--- config.mk ---
export PLATFORM = sky130hd
export DESIGN_NAME = line_engine_flat
export DESIGN_NICKNAME = d
export VERILOG_FILES = /design/src/rtl/line_engine_if.sv /design/src/rtl/line_engine.sv /design/src/flat_wrapper.sv
export SDC_FILE = /design/constraint.sdc
export NUM_CORES = 1
export LEC_CHECK = 0
export BUFFER_PORTS_ARGS = -buffer_cell sky130_fd_sc_hd__buf_4
export CAP_MARGIN = 15
export CORE_UTILIZATION = 37
export CTS_CLUSTER_DIAMETER = 80
export DETAILED_ROUTE_END_ITERATION = 6
export MAX_ROUTING_LAYER = met4
export PLACE_DENSITY = 0.63
export RECOVER_POWER = 50
export SYNTH_ARGS = -nofsm -noshare
export SYNTH_HDL_FRONTEND = slang
export SYNTH_SLANG_ARGS = --single-unit
--- constraint.sdc ---
create_clock -name clk -period 6.7 [get_ports clk]
set_input_delay 0.67 -clock clk [delete_from_list [all_inputs] [get_ports clk]]
set_output_delay 0.67 -clock clk [all_outputs]
set_load 0.02 [all_outputs]
--- src/rtl/line_engine_if.sv ---
// Pixel write bus between the line engine and the frame-buffer write path.
// No latency of its own; it only carries the signals.
// A write completes on a clk edge where px_valid and px_ready are both high.
interface line_engine_if;
    logic [31:0] px_addr;
    logic [31:0] px_data;
    logic [3:0]  px_we;
    logic        px_valid;
    logic        px_ready;

    modport master (
        output px_addr,
        output px_data,
        output px_we,
        output px_valid,
        input  px_ready
    );

    modport slave (
        input  px_addr,
        input  px_data,
        input  px_we,
        input  px_valid,
        output px_ready
    );
endinterface

--- src/rtl/line_engine.sv ---
// Bresenham line rasterizer: CPU-loaded endpoints and color in, one frame-buffer pixel write out per handshake.
// Latency: the first pixel is valid 3 cycles after the trigger cycle; after that, one pixel per accepted cycle.
// Backpressure: while px_ready is low, the current pixel (addr/data/we) is held and nothing advances.
module line_engine #(
    parameter logic [31:0] FB_BASE = 32'h1080_0000,
    parameter int          COORD_W = 10
) (
    input  logic               clk,
    input  logic               rst,
    input  logic [31:0]        line_color,
    input  logic [COORD_W-1:0] line_point,
    input  logic               line_color_valid,
    input  logic               line_x0_valid,
    input  logic               line_y0_valid,
    input  logic               line_x1_valid,
    input  logic               line_y1_valid,
    input  logic               line_trigger,
    output logic               line_ready,
    line_engine_if.master      px
);
    localparam int CW = COORD_W;
    localparam logic [CW-1:0] ONE = 1;

    localparam logic [1:0] S_IDLE   = 2'd0;
    localparam logic [1:0] S_SETUP1 = 2'd1;
    localparam logic [1:0] S_SETUP2 = 2'd2;
    localparam logic [1:0] S_DRAW   = 2'd3;

    logic [1:0] state;

    // Shadow registers written by the CPU at any time.
    logic [23:0]   color_r;
    logic [CW-1:0] x0_r, y0_r, x1_r, y1_r;

    // Working copies owned by the line in progress.
    logic [23:0]          color_w;
    logic [CW-1:0]        xa, ya, xb, yb;
    logic [CW-1:0]        x, y;
    logic                 steep;
    logic                 ystep_neg;
    logic signed [CW+1:0] dx, dy, err;

    // Setup and step combinational helpers.
    logic signed [CW:0]   ddx, ddy, adx, ady;
    logic                 swap_ends;
    logic [CW-1:0]        sxa, sya, sxb, syb;
    logic signed [CW+1:0] dx_n, dy_n, e;
    logic                 draw;
    logic [CW-1:0]        plot_x, plot_y;
    logic                 unused_color_hi;

    // Only the low 24 color bits are stored; the top byte is ignored.
    assign unused_color_hi = ^line_color[31:24];

    // Shadow registers load on their strobe regardless of engine state.
    always_ff @(posedge clk or posedge rst) begin
        if (rst) begin
            color_r <= '0;
            x0_r    <= '0;
            y0_r    <= '0;
            x1_r    <= '0;
            y1_r    <= '0;
        end else begin
            if (line_color_valid) color_r <= line_color[23:0];
            if (line_x0_valid)    x0_r    <= line_point;
            if (line_y0_valid)    y0_r    <= line_point;
            if (line_x1_valid)    x1_r    <= line_point;
            if (line_y1_valid)    y1_r    <= line_point;
        end
    end

    // Setup arithmetic: steepness test on the raw endpoints, then ordering along the major axis.
    always_comb begin
        ddx       = $signed({1'b0, xb}) - $signed({1'b0, xa});
        ddy       = $signed({1'b0, yb}) - $signed({1'b0, ya});
        adx       = (ddx < 0) ? -ddx : ddx;
        ady       = (ddy < 0) ? -ddy : ddy;
        swap_ends = (xa > xb);
        sxa       = swap_ends ? xb : xa;
        sya       = swap_ends ? yb : ya;
        sxb       = swap_ends ? xa : xb;
        syb       = swap_ends ? ya : yb;
        dx_n      = $signed({2'b00, sxb}) - $signed({2'b00, sxa});
        dy_n      = $signed({2'b00, syb}) - $signed({2'b00, sya});
        e         = err - dy;
    end

    // Line sequencer: capture on trigger, two setup cycles, then step one pixel per handshake.
    always_ff @(posedge clk or posedge rst) begin
        if (rst) begin
            state     <= S_IDLE;
            color_w   <= '0;
            xa        <= '0;
            ya        <= '0;
            xb        <= '0;
            yb        <= '0;
            x         <= '0;
            y         <= '0;
            steep     <= 1'b0;
            ystep_neg <= 1'b0;
            dx        <= '0;
            dy        <= '0;
            err       <= '0;
        end else begin
            case (state)
                S_IDLE: begin
                    // Copies are taken here so a strobe in the trigger cycle cannot leak into this line.
                    if (line_trigger) begin
                        xa      <= x0_r;
                        ya      <= y0_r;
                        xb      <= x1_r;
                        yb      <= y1_r;
                        color_w <= color_r;
                        state   <= S_SETUP1;
                    end
                end
                S_SETUP1: begin
                    // A tie in span is drawn as a shallow line.
                    steep <= (ady > adx);
                    if (ady > adx) begin
                        xa <= ya;
                        ya <= xa;
                        xb <= yb;
                        yb <= xb;
                    end
                    state <= S_SETUP2;
                end
                S_SETUP2: begin
                    x         <= sxa;
                    y         <= sya;
                    xb        <= sxb;
                    dx        <= dx_n;
                    dy        <= (dy_n < 0) ? -dy_n : dy_n;
                    ystep_neg <= !(sya < syb);
                    err       <= dx_n >>> 1;
                    state     <= S_DRAW;
                end
                default: begin
                    if (px.px_ready) begin
                        if (x == xb) begin
                            state <= S_IDLE;
                        end else begin
                            x <= x + ONE;
                            if (e < 0) begin
                                y   <= ystep_neg ? (y - ONE) : (y + ONE);
                                err <= e + dx;
                            end else begin
                                err <= e;
                            end
                        end
                    end
                end
            endcase
        end
    end

    // Pixel outputs come straight from state so reset drops px_valid without waiting for a clock.
    always_comb begin
        draw        = (state == S_DRAW);
        plot_x      = steep ? y : x;
        plot_y      = steep ? x : y;
        line_ready  = (state == S_IDLE);
        px.px_valid = draw;
        px.px_we    = draw ? 4'hF : 4'h0;
        px.px_data  = draw ? {8'h00, color_w} : 32'h0;
        px.px_addr  = draw ? (FB_BASE | {{(32-2*CW-2){1'b0}}, plot_y, plot_x, 2'b00}) : 32'h0;
    end
endmodule

--- src/flat_wrapper.sv ---
// flat-port wrapper written by rule: the top's interface ports become plain ports
module line_engine_flat 
#(
    parameter logic [31:0] FB_BASE = 32'h1080_0000,
    parameter int          COORD_W = 10
)
  (clk, rst, line_color, line_point, line_color_valid, line_x0_valid, line_y0_valid, line_x1_valid, line_y1_valid, line_trigger, line_ready, px_px_addr, px_px_data, px_px_we, px_px_valid, px_px_ready);
  line_engine_if px_i ();
  input  logic clk;
  input  logic rst;
  input  logic [31:0] line_color;
  input  logic [COORD_W-1:0] line_point;
  input  logic line_color_valid;
  input  logic line_x0_valid;
  input  logic line_y0_valid;
  input  logic line_x1_valid;
  input  logic line_y1_valid;
  input  logic line_trigger;
  output logic line_ready;
  output wire logic [$bits(px_i.px_addr)-1:0] px_px_addr;
  output wire logic [$bits(px_i.px_data)-1:0] px_px_data;
  output wire logic [$bits(px_i.px_we)-1:0] px_px_we;
  output wire logic [$bits(px_i.px_valid)-1:0] px_px_valid;
  input wire logic [$bits(px_i.px_ready)-1:0] px_px_ready;
  assign px_px_addr = px_i.px_addr;
  assign px_px_data = px_i.px_data;
  assign px_px_we = px_i.px_we;
  assign px_px_valid = px_i.px_valid;
  assign px_i.px_ready = px_px_ready;
  line_engine #(.FB_BASE(FB_BASE), .COORD_W(COORD_W)) u_core (.clk(clk), .rst(rst), .line_color(line_color), .line_point(line_point), .line_color_valid(line_color_valid), .line_x0_valid(line_x0_valid), .line_y0_valid(line_y0_valid), .line_x1_valid(line_x1_valid), .line_y1_valid(line_y1_valid), .line_trigger(line_trigger), .line_ready(line_ready), .px(px_i));
endmodule
==> metrics.md <==
| Metric | Value |
|---|---|
| Endpoints failing setup | 0 |
| Starting DRT DRC Count | between 700 and 800 |
| FILL cells | ~3,400 |
| Post-Route Skew | 16.0 ps |
| Final Cycle Share | 87.8% |
| Worst Setup Start Kind | flop |
| Status | finished with violations |
| Root Driver | clkbuf_16 |
| Period minus WS final | 5880 ps |
| CTS tree | done |
| Vias in the first global route | around 10,000 |
| Setup TNS | 0 ps |
| Die area | 35,600 µm² |
| Sink Count | 187 |
| Synth cell types | 66 |
| Seq. cell area | roughly 4700 µm² |
| Synth Cell Area | 12,900 µm² |
| Row count | 68 |
| Fraction of registers with async set/reset | between 90% and 100% |
| M1 GR Usage | 26.1% |
| First-pass GRT wire length | 52,600 µm |
| Grt ovf | 0 |
| Sequential cell area fraction in the yosys report | 36.2% |
| Crit Path Class | flop to flop |
| Most common flop cell mapped by yosys | dfrtp_1 |
| Worst-margin pin slew | 4460 ps |
| Maxcap violations | 1 |
| Final Hold Viols | 0 |
| Worst path arrival time | 6260 ps |
| Initial antenna violation count | 0 |
| Largest net degree at the start of global routing | 122 |
| Initial Util | 37.5% |
| Die H | 189 µm |
| DR pass1 iterations | 7 |
| IO Port Bufs | 94 |
| Most common cell on crit path | o21a_1 |
| Hold Startpoint | line_color[19] |
| Routed vias | 10,100 |
| Top cells by area, synth | dfrtp_1, mux2_2, ha_1 |
| Longest Clk Path Bufs | 2 |
| R2R Path End | u_core.yb[3] |
| Crit path max fanout | 27 |
| Min-Delay Endpoint | u_core.color_r[19] |
| Worst hold stages | 2 |
| Area of the core | 34,500 µm² |
| Gate Count Post-Synth | 1,404 |
| HPWL Detailed | around 24,000 µm |
| Multi-input logic area | 7550 µm² |
| Post-synth EDFFs | 0 |
| Crit. End Element | flop |
| Synth top area share | 36.2% |
| Worst-path clk slew | roughly 90 ps |
| RSZ-0062 raised after global routing | no |
| Grt met2 use | ~29% |
| Worst R2R Path Depth | 28 |
| Fmax | 0.170 GHz |
| Slowest Stage Delay on Critical Path | 880 ps |
| Gr usage total | 19.2% |
| Worst-skew pair later-pin latency | approximately 450 ps |
| I/O pin count | 121 |
| Hold-fix buffers, CTS | 0 |
| Max transition margin | -197% |
| Final WL | 32,300 µm |
| Syn Area/Cell | 9.20 µm² |
| Post-CTS setup buffers | 0 |
| Via-per-instance ratio | roughly 5.3 |
| Reg2reg start | u_core.yb[0] |
| CP max-delay cell | a211oi_4 |
| Synth warn | 0 |
| WP data required | 7070 ps |
| Ant. Diodes | 0 |
| Layout cells sized above 1 | approximately 18% |
| Nets | 1,575 |
| Post_cts resized | 0 |
| Worst Hold Class | primary input to flop |
| Gr busiest metal | met2 |
| Layout area overhead | 12.2% |
| Die W | 189 µm |
| Routed len/inst | 16.8 µm |
| Failing checks | max-capacitance violations, max-slew violations |
| Slew Limit Fails | 122 |
| Post-route DRC violation count | 0 |
| Synth Register Bits | roughly 190 |
| Antenna Violating Nets Remaining | 0 |
| Final RePlAce weighted congestion | 0.951 |
| Number of buffers created by CTS | 17 |
| Htree depth | 4 |
| Area leader, netlist | dfrtp_1 |
| Reg-to-reg slack, setup | 820 ps |
| M3 GR Usage | ~2.9% |
registers in the layout, summed over array words and instances, names as in the netlist, 11 cells and up:
| name | cells |
|---|---|
| u_core.color_r | 24 |
| u_core.color_w | 24 |
| u_core.dx | 11 |
| u_core.dy | 12 |
| u_core.err | 12 |
placed cells by master, fill, tap and decap left out, drive strengths merged, types with 16 or more instances in the layout:
| master | Yosys | routed |
|---|---|---|
| nor2b | 42 | 42 |
| inv | 77 | 87 |
| a21oi | 126 | 126 |
| nand3 | 21 | 21 |
| mux2i | 64 | 64 |
| o211ai | 17 | 17 |
| nor2 | 118 | 118 |
| nor3 | 22 | 22 |
| clkbuf | 63 | 23 |
| conb | 1 | 18 |
| and2 | 29 | 29 |
| xnor2 | 63 | 63 |
| o21a | 19 | 19 |
| ha | 71 | 71 |
| o21ai | 84 | 84 |
| mux2 | 113 | 113 |
| buf | 39 | 104 |
| dfrtp | 187 | 187 |
| a21o | 16 | 16 |
| xor2 | 23 | 23 |
| nand2 | 84 | 84 |
per-stage QoR:
step                cell area [µm²]  worst slack (ps)  hold WS (ps)  std cells  util (%)
global route                  14500               254           435       1915      42.0
detailed placement            13900               884           486       1884      40.4
finish                        14500               815           454       1915      42.0
floorplan                     13000               945           452       1421         -
CTS                           14500               844           420       1915      42.1
global placement              13900               901           473       1883      40.4
critical path, delay by kind of cell (launching register included):
family	cells	cell delay, ps
buf+inv	4	690
fa+ha+maj	3	860
simple gates	4	340
mux	1	320
compound gates	16	3110
flops	1	440
how the worst max path moves through the flow:
stage	start	to	slack (ps)	depth (start not counted)
final	u_core.yb[0]	u_core.yb[3]	820	28
after CTS	u_core.yb[0]	u_core.xb[2]	840	27
after global placement	u_core.yb[0]	u_core.xb[2]	900	27
after floorplan	rst	u_core.color_r[0]	940	1
after detailed placement	u_core.yb[0]	u_core.xb[2]	880	27
after global routing	u_core.yb[0]	u_core.yb[3]	250	28
logic make-up (layout without fill, tap and decap cells):
logic type	Yosys count	after routing	synth area share, %
fa+ha+maj	76	76	7.66
buf+inv	179	218	5.95
compound gates	338	338	16.1
xor+xnor	86	86	5.83
flops	187	187	36.2
mux	177	177	14.8
simple gates	360	360	13.3
other cells	1	18	0.0290
synthesized netlist by cell type, types with 3 or more instances:
cell type	number
nor3b_1	3
a21oi_1	126
xor2_1	23
mux2i_1	64
o31ai_1	3
nor4_1	4
buf_4	24
nor3_1	22
nand2_1	84
and3_1	5
a221oi_1	6
nor2b_1	42
buf_2	5
a211oi_1	8
and2_1	29
inv_1	77
nand4_1	6
o21ai_0	80
nand2b_1	11
a31oi_1	6
a2bb2oi_1	4
a21o_1	16
mux2_2	112
o21a_1	19
nand3_1	21
clkbuf_1	63
nor2_1	117
o21bai_1	11
or3_1	6
buf_1	10
ha_1	71
a22o_1	5
o21ai_1	3
o211ai_1	17
o22ai_1	7
dfrtp_1	187
fa_1	5
xnor2_1	63
layout make-up:
cell class | count | area share (%)
Multi-Input combinational cell | 1055 | 52.1
Sequential cell | 187 | 32.3
Timing Repair Buffer | 110 | 5.56
Tap cell | 455 | 3.93
Clock buffer | 17 | 2.94
Inverter | 77 | 2.00
Clock inverter | 14 | 1.13
layer usage:
metal,part of all wire [%],vias up
li1,-,4968
met1,48,4856
met2,45,246
met3,4.7,46
met4,2.7,0
met5,0,-
Power is left out: the tool's default activity adds up to more than one toggle a clock period on the data nets, which glitch-free logic cannot reach.
